`config.mk`:
```
export PLATFORM = sky130hd
export DESIGN_NAME = ex_mem_stage
export DESIGN_NICKNAME = d
export VERILOG_FILES = /design/src/rtl/ex_mem_stage.sv
export SDC_FILE = /design/constraint.sdc
export NUM_CORES = 1
export LEC_CHECK = 0
export ABC_AREA = 1
export BUFFER_PORTS_ARGS = -buffer_cell sky130_fd_sc_hd__buf_4
export CORE_MARGIN = 2
export CORE_UTILIZATION = 40
export DETAILED_ROUTE_END_ITERATION = 6
export GPL_TIMING_DRIVEN = 1
export PLACE_DENSITY = 0.76
export SYNTH_ARGS = -nofsm -noshare
export SYNTH_HDL_FRONTEND = slang
export SYNTH_SLANG_ARGS = --single-unit
```
`constraint.sdc`:
```
create_clock -name clk -period 1.1 [get_ports clk]
set_input_delay 0.055 -clock clk [delete_from_list [all_inputs] [get_ports clk]]
set_output_delay 0.055 -clock clk [all_outputs]
set_load 0.01 [all_outputs]
```
`src/rtl/ex_mem_stage.sv`:
```
// -----------------------------------------------------------------------------
// ex_mem_stage
//
// EX/MEM pipeline register of the RISC-V core. It sits directly after the ALU.
// It registers the ALU result, store data, destination register and the
// memory/writeback control of one instruction. It also resolves conditional
// branches from the ALU zero flag and flags illegal memory accesses.
// Instructions are handed to the MEM stage over a valid/stall handshake.
//
// Parameters
//   size   datapath width of ALU result, store data and PCs (must be >= 2)
//   RD_W   destination register index width
//
// Ports
//   clk, rst            single rising-edge clock, synchronous active-high reset
//   flush               kill the instruction offered this cycle and drop the
//                       instruction held for MEM
//   ex_valid/ex_ready   upstream handshake; ex_ready = !mem_valid || !mem_stall
//   alu_out, alu_zero   ALU result (load/store address) and zero flag
//   ex_rd, ex_reg_write destination register and writeback enable
//   ex_mem_read/_write  load / store request
//   ex_store_data       store data (rs2)
//   ex_branch(_ne)      conditional branch, 1 = BNE, 0 = BEQ
//   ex_branch_target    branch target PC
//   mem_stall           MEM stage cannot accept
//   mem_*               registered instruction for MEM; the enables are gated
//   redirect_valid/_pc  one-cycle taken-branch pulse and its target
//   misaligned          one-cycle pulse: word load/store with alu_out[1:0] != 0
//   ctrl_err            sticky: load and store requested together
//
// Optional feature (macro EX_MEM_BRANCH_STATS_EN)
//   Adds br_total / br_taken. These are 32-bit wrapping counters of captured
//   branches and of taken branches. Without the macro the ports do not exist.
// -----------------------------------------------------------------------------
module ex_mem_stage #(
   parameter int size = 32,
   parameter int RD_W = 5
) (
   input  logic            clk,
   input  logic            rst,
   input  logic            flush,
   // upstream handshake
   input  logic            ex_valid,
   output logic            ex_ready,
   // EX-stage instruction
   input  logic [size-1:0] alu_out,
   input  logic            alu_zero,
   input  logic [RD_W-1:0] ex_rd,
   input  logic            ex_reg_write,
   input  logic            ex_mem_read,
   input  logic            ex_mem_write,
   input  logic [size-1:0] ex_store_data,
   input  logic            ex_branch,
   input  logic            ex_branch_ne,
   input  logic [size-1:0] ex_branch_target,
   // downstream handshake and MEM-stage instruction
   input  logic            mem_stall,
   output logic            mem_valid,
   output logic [size-1:0] mem_alu_out,
   output logic [RD_W-1:0] mem_rd,
   output logic            mem_reg_write,
   output logic            mem_mem_read,
   output logic            mem_mem_write,
   output logic [size-1:0] mem_store_data,
   // branch redirect and status
   output logic            redirect_valid,
   output logic [size-1:0] redirect_pc,
   output logic            misaligned,
   output logic            ctrl_err
`ifdef EX_MEM_BRANCH_STATS_EN
   ,
   output logic [31:0]     br_total,
   output logic [31:0]     br_taken
`endif
);

   // --------------------------------------------------------------------------
   // Handshake and instruction decode
   // --------------------------------------------------------------------------
   logic            w_ex_ready;
   logic            w_accept;          // ready and not flushed
   logic            w_capture;         // a valid instruction is latched
   logic            w_is_mem_access;
   logic            w_addr_misaligned;
   logic            w_rw_conflict;
   logic            w_branch_taken;
   logic            w_reg_write_gated;
   logic            w_mem_read_gated;
   logic            w_mem_write_gated;

   // Output-facing registers
   logic            r_mem_valid;
   logic [size-1:0] r_mem_alu_out;
   logic [RD_W-1:0] r_mem_rd;
   logic            r_mem_reg_write;
   logic            r_mem_mem_read;
   logic            r_mem_mem_write;
   logic [size-1:0] r_mem_store_data;
   logic            r_redirect_valid;
   logic [size-1:0] r_redirect_pc;
   logic            r_misaligned;
   logic            r_ctrl_err;

   // The stage can take a new instruction when it is empty, or when MEM drains
   // it this cycle. ex_valid is deliberately not part of this term.
   assign w_ex_ready = !r_mem_valid || !mem_stall;
   assign w_accept   = w_ex_ready && !flush;
   assign w_capture  = w_accept && ex_valid;

   always_comb begin
      // NOTE: every signal driven here gets a default first, so that no path
      // leaves a value unassigned. An unassigned path would infer a latch.
      w_is_mem_access   = ex_mem_read || ex_mem_write;
      w_addr_misaligned = 1'b0;
      w_rw_conflict     = 1'b0;
      w_branch_taken    = 1'b0;
      w_reg_write_gated = 1'b0;
      w_mem_read_gated  = 1'b0;
      w_mem_write_gated = 1'b0;

      // Only word accesses exist, so any nonzero low address bit is illegal.
      if (w_is_mem_access && (alu_out[1:0] != 2'b00)) begin
         w_addr_misaligned = 1'b1;
      end

      // A load and a store at the same time is a decoder fault. Neither access
      // is allowed to reach memory.
      if (ex_mem_read && ex_mem_write) begin
         w_rw_conflict = 1'b1;
      end

      // BEQ is taken on zero and BNE on nonzero. ex_branch_ne inverts the sense.
      if (ex_branch && (alu_zero ^ ex_branch_ne)) begin
         w_branch_taken = 1'b1;
      end

      // x0 is hardwired to zero and is never a writeback target. A misaligned
      // load would write garbage, so writeback is suppressed for it too.
      if (ex_reg_write && (ex_rd != '0) && !w_addr_misaligned) begin
         w_reg_write_gated = 1'b1;
      end

      if (!w_addr_misaligned && !w_rw_conflict) begin
         w_mem_read_gated  = ex_mem_read;
         w_mem_write_gated = ex_mem_write;
      end
   end

   // --------------------------------------------------------------------------
   // Valid bit and gated enables
   //
   // Priority is reset > flush > hold > capture/bubble. Flush empties the stage
   // even while MEM is stalling, because the held instruction is squashed too.
   // --------------------------------------------------------------------------
   always_ff @(posedge clk) begin
      // NOTE: sequential state uses non-blocking assignments only. All
      // registers then update together from values sampled before the edge.
      if (rst) begin
         r_mem_valid     <= 1'b0;
         r_mem_reg_write <= 1'b0;
         r_mem_mem_read  <= 1'b0;
         r_mem_mem_write <= 1'b0;
      end else if (flush) begin
         r_mem_valid     <= 1'b0;
         r_mem_reg_write <= 1'b0;
         r_mem_mem_read  <= 1'b0;
         r_mem_mem_write <= 1'b0;
      end else if (w_ex_ready) begin
         // Capture or bubble. A bubble must clear every enable, so that
         // leftover data in the datapath registers has no effect downstream.
         r_mem_valid     <= ex_valid;
         r_mem_reg_write <= ex_valid && w_reg_write_gated;
         r_mem_mem_read  <= ex_valid && w_mem_read_gated;
         r_mem_mem_write <= ex_valid && w_mem_write_gated;
      end
      // else: hold, because MEM is stalled on a valid instruction
   end

   // --------------------------------------------------------------------------
   // Datapath registers
   //
   // These load only on capture. Bubbles and flushes leave them stale, which
   // is harmless because the enables above are cleared.
   // --------------------------------------------------------------------------
   always_ff @(posedge clk) begin
      // NOTE: the data registers are reset as well. After reset every output
      // then reads as a defined zero, not as leftover power-up contents.
      if (rst) begin
         r_mem_alu_out    <= '0;
         r_mem_rd         <= '0;
         r_mem_store_data <= '0;
      end else if (w_capture) begin
         r_mem_alu_out    <= alu_out;
         r_mem_rd         <= ex_rd;
         r_mem_store_data <= ex_store_data;
      end
   end

   // --------------------------------------------------------------------------
   // Single-cycle pulses: redirect and misaligned
   //
   // These fire only on the capture edge. A held instruction therefore never
   // re-fires them, and a flushed one never fires them at all.
   // --------------------------------------------------------------------------
   always_ff @(posedge clk) begin
      if (rst) begin
         r_redirect_valid <= 1'b0;
         r_misaligned     <= 1'b0;
      end else begin
         r_redirect_valid <= w_capture && w_branch_taken;
         r_misaligned     <= w_capture && w_addr_misaligned;
      end
   end

   // The redirect target keeps its last value between pulses.
   always_ff @(posedge clk) begin
      if (rst) begin
         r_redirect_pc <= '0;
      end else if (w_capture && w_branch_taken) begin
         r_redirect_pc <= ex_branch_target;
      end
   end

   // Sticky decoder-fault flag. Only reset clears it.
   always_ff @(posedge clk) begin
      if (rst) begin
         r_ctrl_err <= 1'b0;
      end else if (w_capture && w_rw_conflict) begin
         r_ctrl_err <= 1'b1;
      end
   end

`ifdef EX_MEM_BRANCH_STATS_EN
   // --------------------------------------------------------------------------
   // Branch statistics. Both counters wrap naturally modulo 2^32.
   // --------------------------------------------------------------------------
   logic [31:0] r_br_total;
   logic [31:0] r_br_taken;

   always_ff @(posedge clk) begin
      if (rst) begin
         r_br_total <= '0;
         r_br_taken <= '0;
      end else if (w_capture && ex_branch) begin
         r_br_total <= r_br_total + 32'd1;
         if (w_branch_taken) begin
            r_br_taken <= r_br_taken + 32'd1;
         end
      end
   end

   assign br_total = r_br_total;
   assign br_taken = r_br_taken;
`endif

   // --------------------------------------------------------------------------
   // Outputs
   // --------------------------------------------------------------------------
   assign ex_ready       = w_ex_ready;
   assign mem_valid      = r_mem_valid;
   assign mem_alu_out    = r_mem_alu_out;
   assign mem_rd         = r_mem_rd;
   assign mem_reg_write  = r_mem_reg_write;
   assign mem_mem_read   = r_mem_mem_read;
   assign mem_mem_write  = r_mem_mem_write;
   assign mem_store_data = r_mem_store_data;
   assign redirect_valid = r_redirect_valid;
   assign redirect_pc    = r_redirect_pc;
   assign misaligned     = r_misaligned;
   assign ctrl_err       = r_ctrl_err;

endmodule

```
==> results.toml <==
[status]
outcome = "finished, violations left"
violations = "setup timing"

[sta]
timing_worst_slew_pin_value_ns = 0.403
rsz_0062_raised_after_global_routing = "true"
timing.final.hold_violations = 0
max-slew-margin-rel_pct = 73.1
time_the_worst_path_needs_with_i_o_delays_and_setup_ns = 1.29
total_setup_violations_reported_at_the_end_of_the_flow = 102
finalClockSkew_ns = 0.0113
worst_slack_ns = -0.191
fmax_ghz = 0.774
final-max-slew-violation-count = 0
fin_tns_setup_ns = -12.72
final.hold.worst_slack_ns = 0.0173
final.period_utilization_pct = 117

[die]
pin_count = 221
placement_rows = 36
fp.coreArea_mm2 = 0.00982
initial_core_util_pct = 41.3
die_x_um = 105
dieHeight_um = 105
full_die_area_mm2 = 0.0110

[finish]
multi_input_area_mm2 = 0.00186
finalInstanceArea_mm2 = 0.00761
finalCoreUtilization_pct = 77.5
finalNetCount = 963
synthToLayoutAreaGrowth_pct = 87.6
filler_cell_count_in_the_final_layout = 632
ff_latch_area_mm2 = 0.00216
post_layout_nonfiller_instances = 989
layout-drive-gt1-share_pct = 37.0

[synth]
syn-num-nets = 634
synth.most_common_cell = "sky130_fd_sc_hd__nand2_1"
synth-main-ff-cell = "sky130_fd_sc_hd__dfxtp_1"
synth-simple-area-share_pct = 31.6
synth_adder_area_share_pct = 0
synth.ff_latch_count = 108
synth.cell_area_mm2 = 0.00406
synth_sequential_area_ratio_pct = 53.3
synth_compound_area_share_pct = 9.25
synthDistinctLibCells = 19
synth.mux.area_fraction_pct = 0
synth-xor-area-share_pct = 0
top_cells_by_area_synth = "sky130_fd_sc_hd__dfxtp_1 53%, sky130_fd_sc_hd__nand2_1 16%, sky130_fd_sc_hd__a21oi_1 8.8%, sky130_fd_sc_hd__nor2_1 6.9%, sky130_fd_sc_hd__nand3b_1 6.7%"
postSynth.asyncResetShare_pct = 0
dominant_combinational_cell_family_by_area_after_synthesis = "simple AND/OR/NAND/NOR gates"
synth-edff-count = 0
synth_top_cells_by_count = "177 x sky130_fd_sc_hd__nand2_1, 108 x sky130_fd_sc_hd__dfxtp_1, 75 x sky130_fd_sc_hd__nor2_1"
synthDominantCellAreaShare_pct = 53.3
postSynthCellCount = 522
post_synth.cell_area_avg_um2 = 7.77
synth_top_area_cell = "sky130_fd_sc_hd__dfxtp_1"
yosysWarnings = 0

[setup_path]
r2r-end = "redirect_pc[31]"
crit_required_ns = 1.41
critical_path_arrival_ns = 1.60
r2r_start = "mem_valid"
cp_max_fo = 10
r2r_setup_slack_ns = -0.19
register_to_register_path_depth = 7
worstSetupEndpoint = "redirect_pc[31]"
cp-end-kind = "flip-flop"
critical_path_class = "flip-flop to flip-flop"
startpoint_type = "flip-flop"
critPathLaunch = "mem_valid"

[placed_design]
place_congestion = 0.768
placed_cells_incl_taps = 861
postPlaceCellArea_mm2 = 0.00592
hpwl_after_dpl_mm = 8.91
buffer_ports.inserted = 220
detailedPlace.worstSlack_ns = -0.181

[routing]
finalWirelength_mm = 15.7
route.detailed.wl_per_inst_um = 15.9
drcViolationCount = 0
first_iter_violations = 288
avgViaCountPerCell = 4.84
route.vias.total = 4791
antenna_left = 0
firstDrtPassIters = 7

[power_and_ir_drop]
cellInternalPower_mw = 6.35
report.power.total_mw = 8.56
total_leakage_power_nw = 3.42
clock_power_share_pct = 30.0
power.density_mw_per_mm2 = 1120
ir_drop_v = 0.000788
combinationalPowerShare_pct = 21.3
p_seq_share_pct = 48.8
p_sw_mw = 2.21
power_switching_share_pct = 25.8

[cts]
cts.path.max_buffers = 2
clk-insertion-delay-late_ns = 0.38
root_buffer = "sky130_fd_sc_hd__clkbuf_8"
cts-buffers-inserted = 9
path_clk_slew_ns = 0.10
tritoncts = "built"
clock-sinks = 108
ctsHtreeMaxLevel = 3

[global_route]
grt_use_total_pct = 26.5
grt-ovfl-total = 0
pin_count_of_the_biggest_net_entering_global_routing = 34
grt_antenna_before_repair = 1
grt_pass1_vias = 4712
grt_first_pass_wirelength_mm = 23.2

[hold_path]
hold_path.class = "input pin to flip-flop"
worstHoldPathCells = 4

[run]
drv.max_cap_violation_count = 0
## cell families after synthesis
logic type | after synthesis
compound gates | 74
buf+inv | 43
flops | 108
simple gates | 297
## state kept, by name, summed over array words and instances, names as in the netlist
register and count:
mem_alu_out 32, mem_store_data 32, redirect_pc 32, mem_rd 5, ctrl_err 1, mem_mem_read 1, mem_mem_write 1, mem_reg_write 1
mem_valid 1, misaligned 1, redirect_valid 1
## power by group through the flow
stage / combinational, mW / sequential [mW] / clock, mW
2_1_floorplan: 0.487 / 4.33 / 0
3_3_place_gp: 1.26 / 4.25 / 0
3_5_place_dp: 1.29 / 4.26 / 0
4_1_cts: 1.63 / 4.17 / 2.57
5_1_grt: 1.94 / 4.19 / 2.75
6_report: 1.82 / 4.18 / 2.56
## routing by layer
metal | up-vias | global-route usage (%) | routed length, um
met1 | 2226 | 29.1 | 5930
met5 | - | 0 | 0
met2 | 202 | 48.3 | 8200
met3 | 45 | 6.30 | 1020
met4 | 0 | 12.1 | 600
li1 | 2318 | - | -
## cell usage in the layout, fill, tap and decap left out, drive strengths merged
master       count
buf            248
o21a             2
nor4             1
dlygate4sd3    101
bufinv           1
nor2            77
nand2          179
o21ai            1
a21oi           71
dfxtp          108
inv              7
nand3            3
clkbuf          19
nand3b          36
nor3             1
diode            1
## worst max-delay path, cell delays in order (launching register included)
cell and delay (ns):
sky130_fd_sc_hd__dfxtp_2 0.35, sky130_fd_sc_hd__nand2_4 0.07, sky130_fd_sc_hd__nand3b_1 0.12, sky130_fd_sc_hd__buf_6 0.17, sky130_fd_sc_hd__nor2_8 0.17, sky130_fd_sc_hd__clkbuf_16 0.19, sky130_fd_sc_hd__nor2_1 0.05, sky130_fd_sc_hd__nor2_1 0.11
## worst min-delay path by stage
stage / startpoint / to / slack (ns)
floorplan: mem_stall / ex_ready / 0.16
global placement: alu_out[23] / mem_alu_out[23] / 0.31
detailed placement: alu_out[18] / mem_alu_out[18] / 0.31
CTS: ex_branch_target[18] / redirect_pc[18] / 0.002
global route: ex_branch_target[15] / redirect_pc[15] / 0.02
finish: ex_branch_target[22] / redirect_pc[22] / 0.02
## timing repair
action	4_1_cts	5_1_grt
gates resized for setup	11	61
setup endpoints to repair	104	106
gates cloned	2	6
pin swaps	1	17
setup buffers	2	2
hold buffers	101	0
hold endpoints to repair	101	0
## final cells by class
cell class,instances,area share [%]
well taps,133,2.19
clock inverters,1,0.395
multi-input cells,371,24.4
clock buffers,14,2.27
diodes,1,0.0329
flip-flops and latches,108,28.4
inverters,7,0.345
repair buffers,354,41.9
Power figures use the tool's default switching activity.
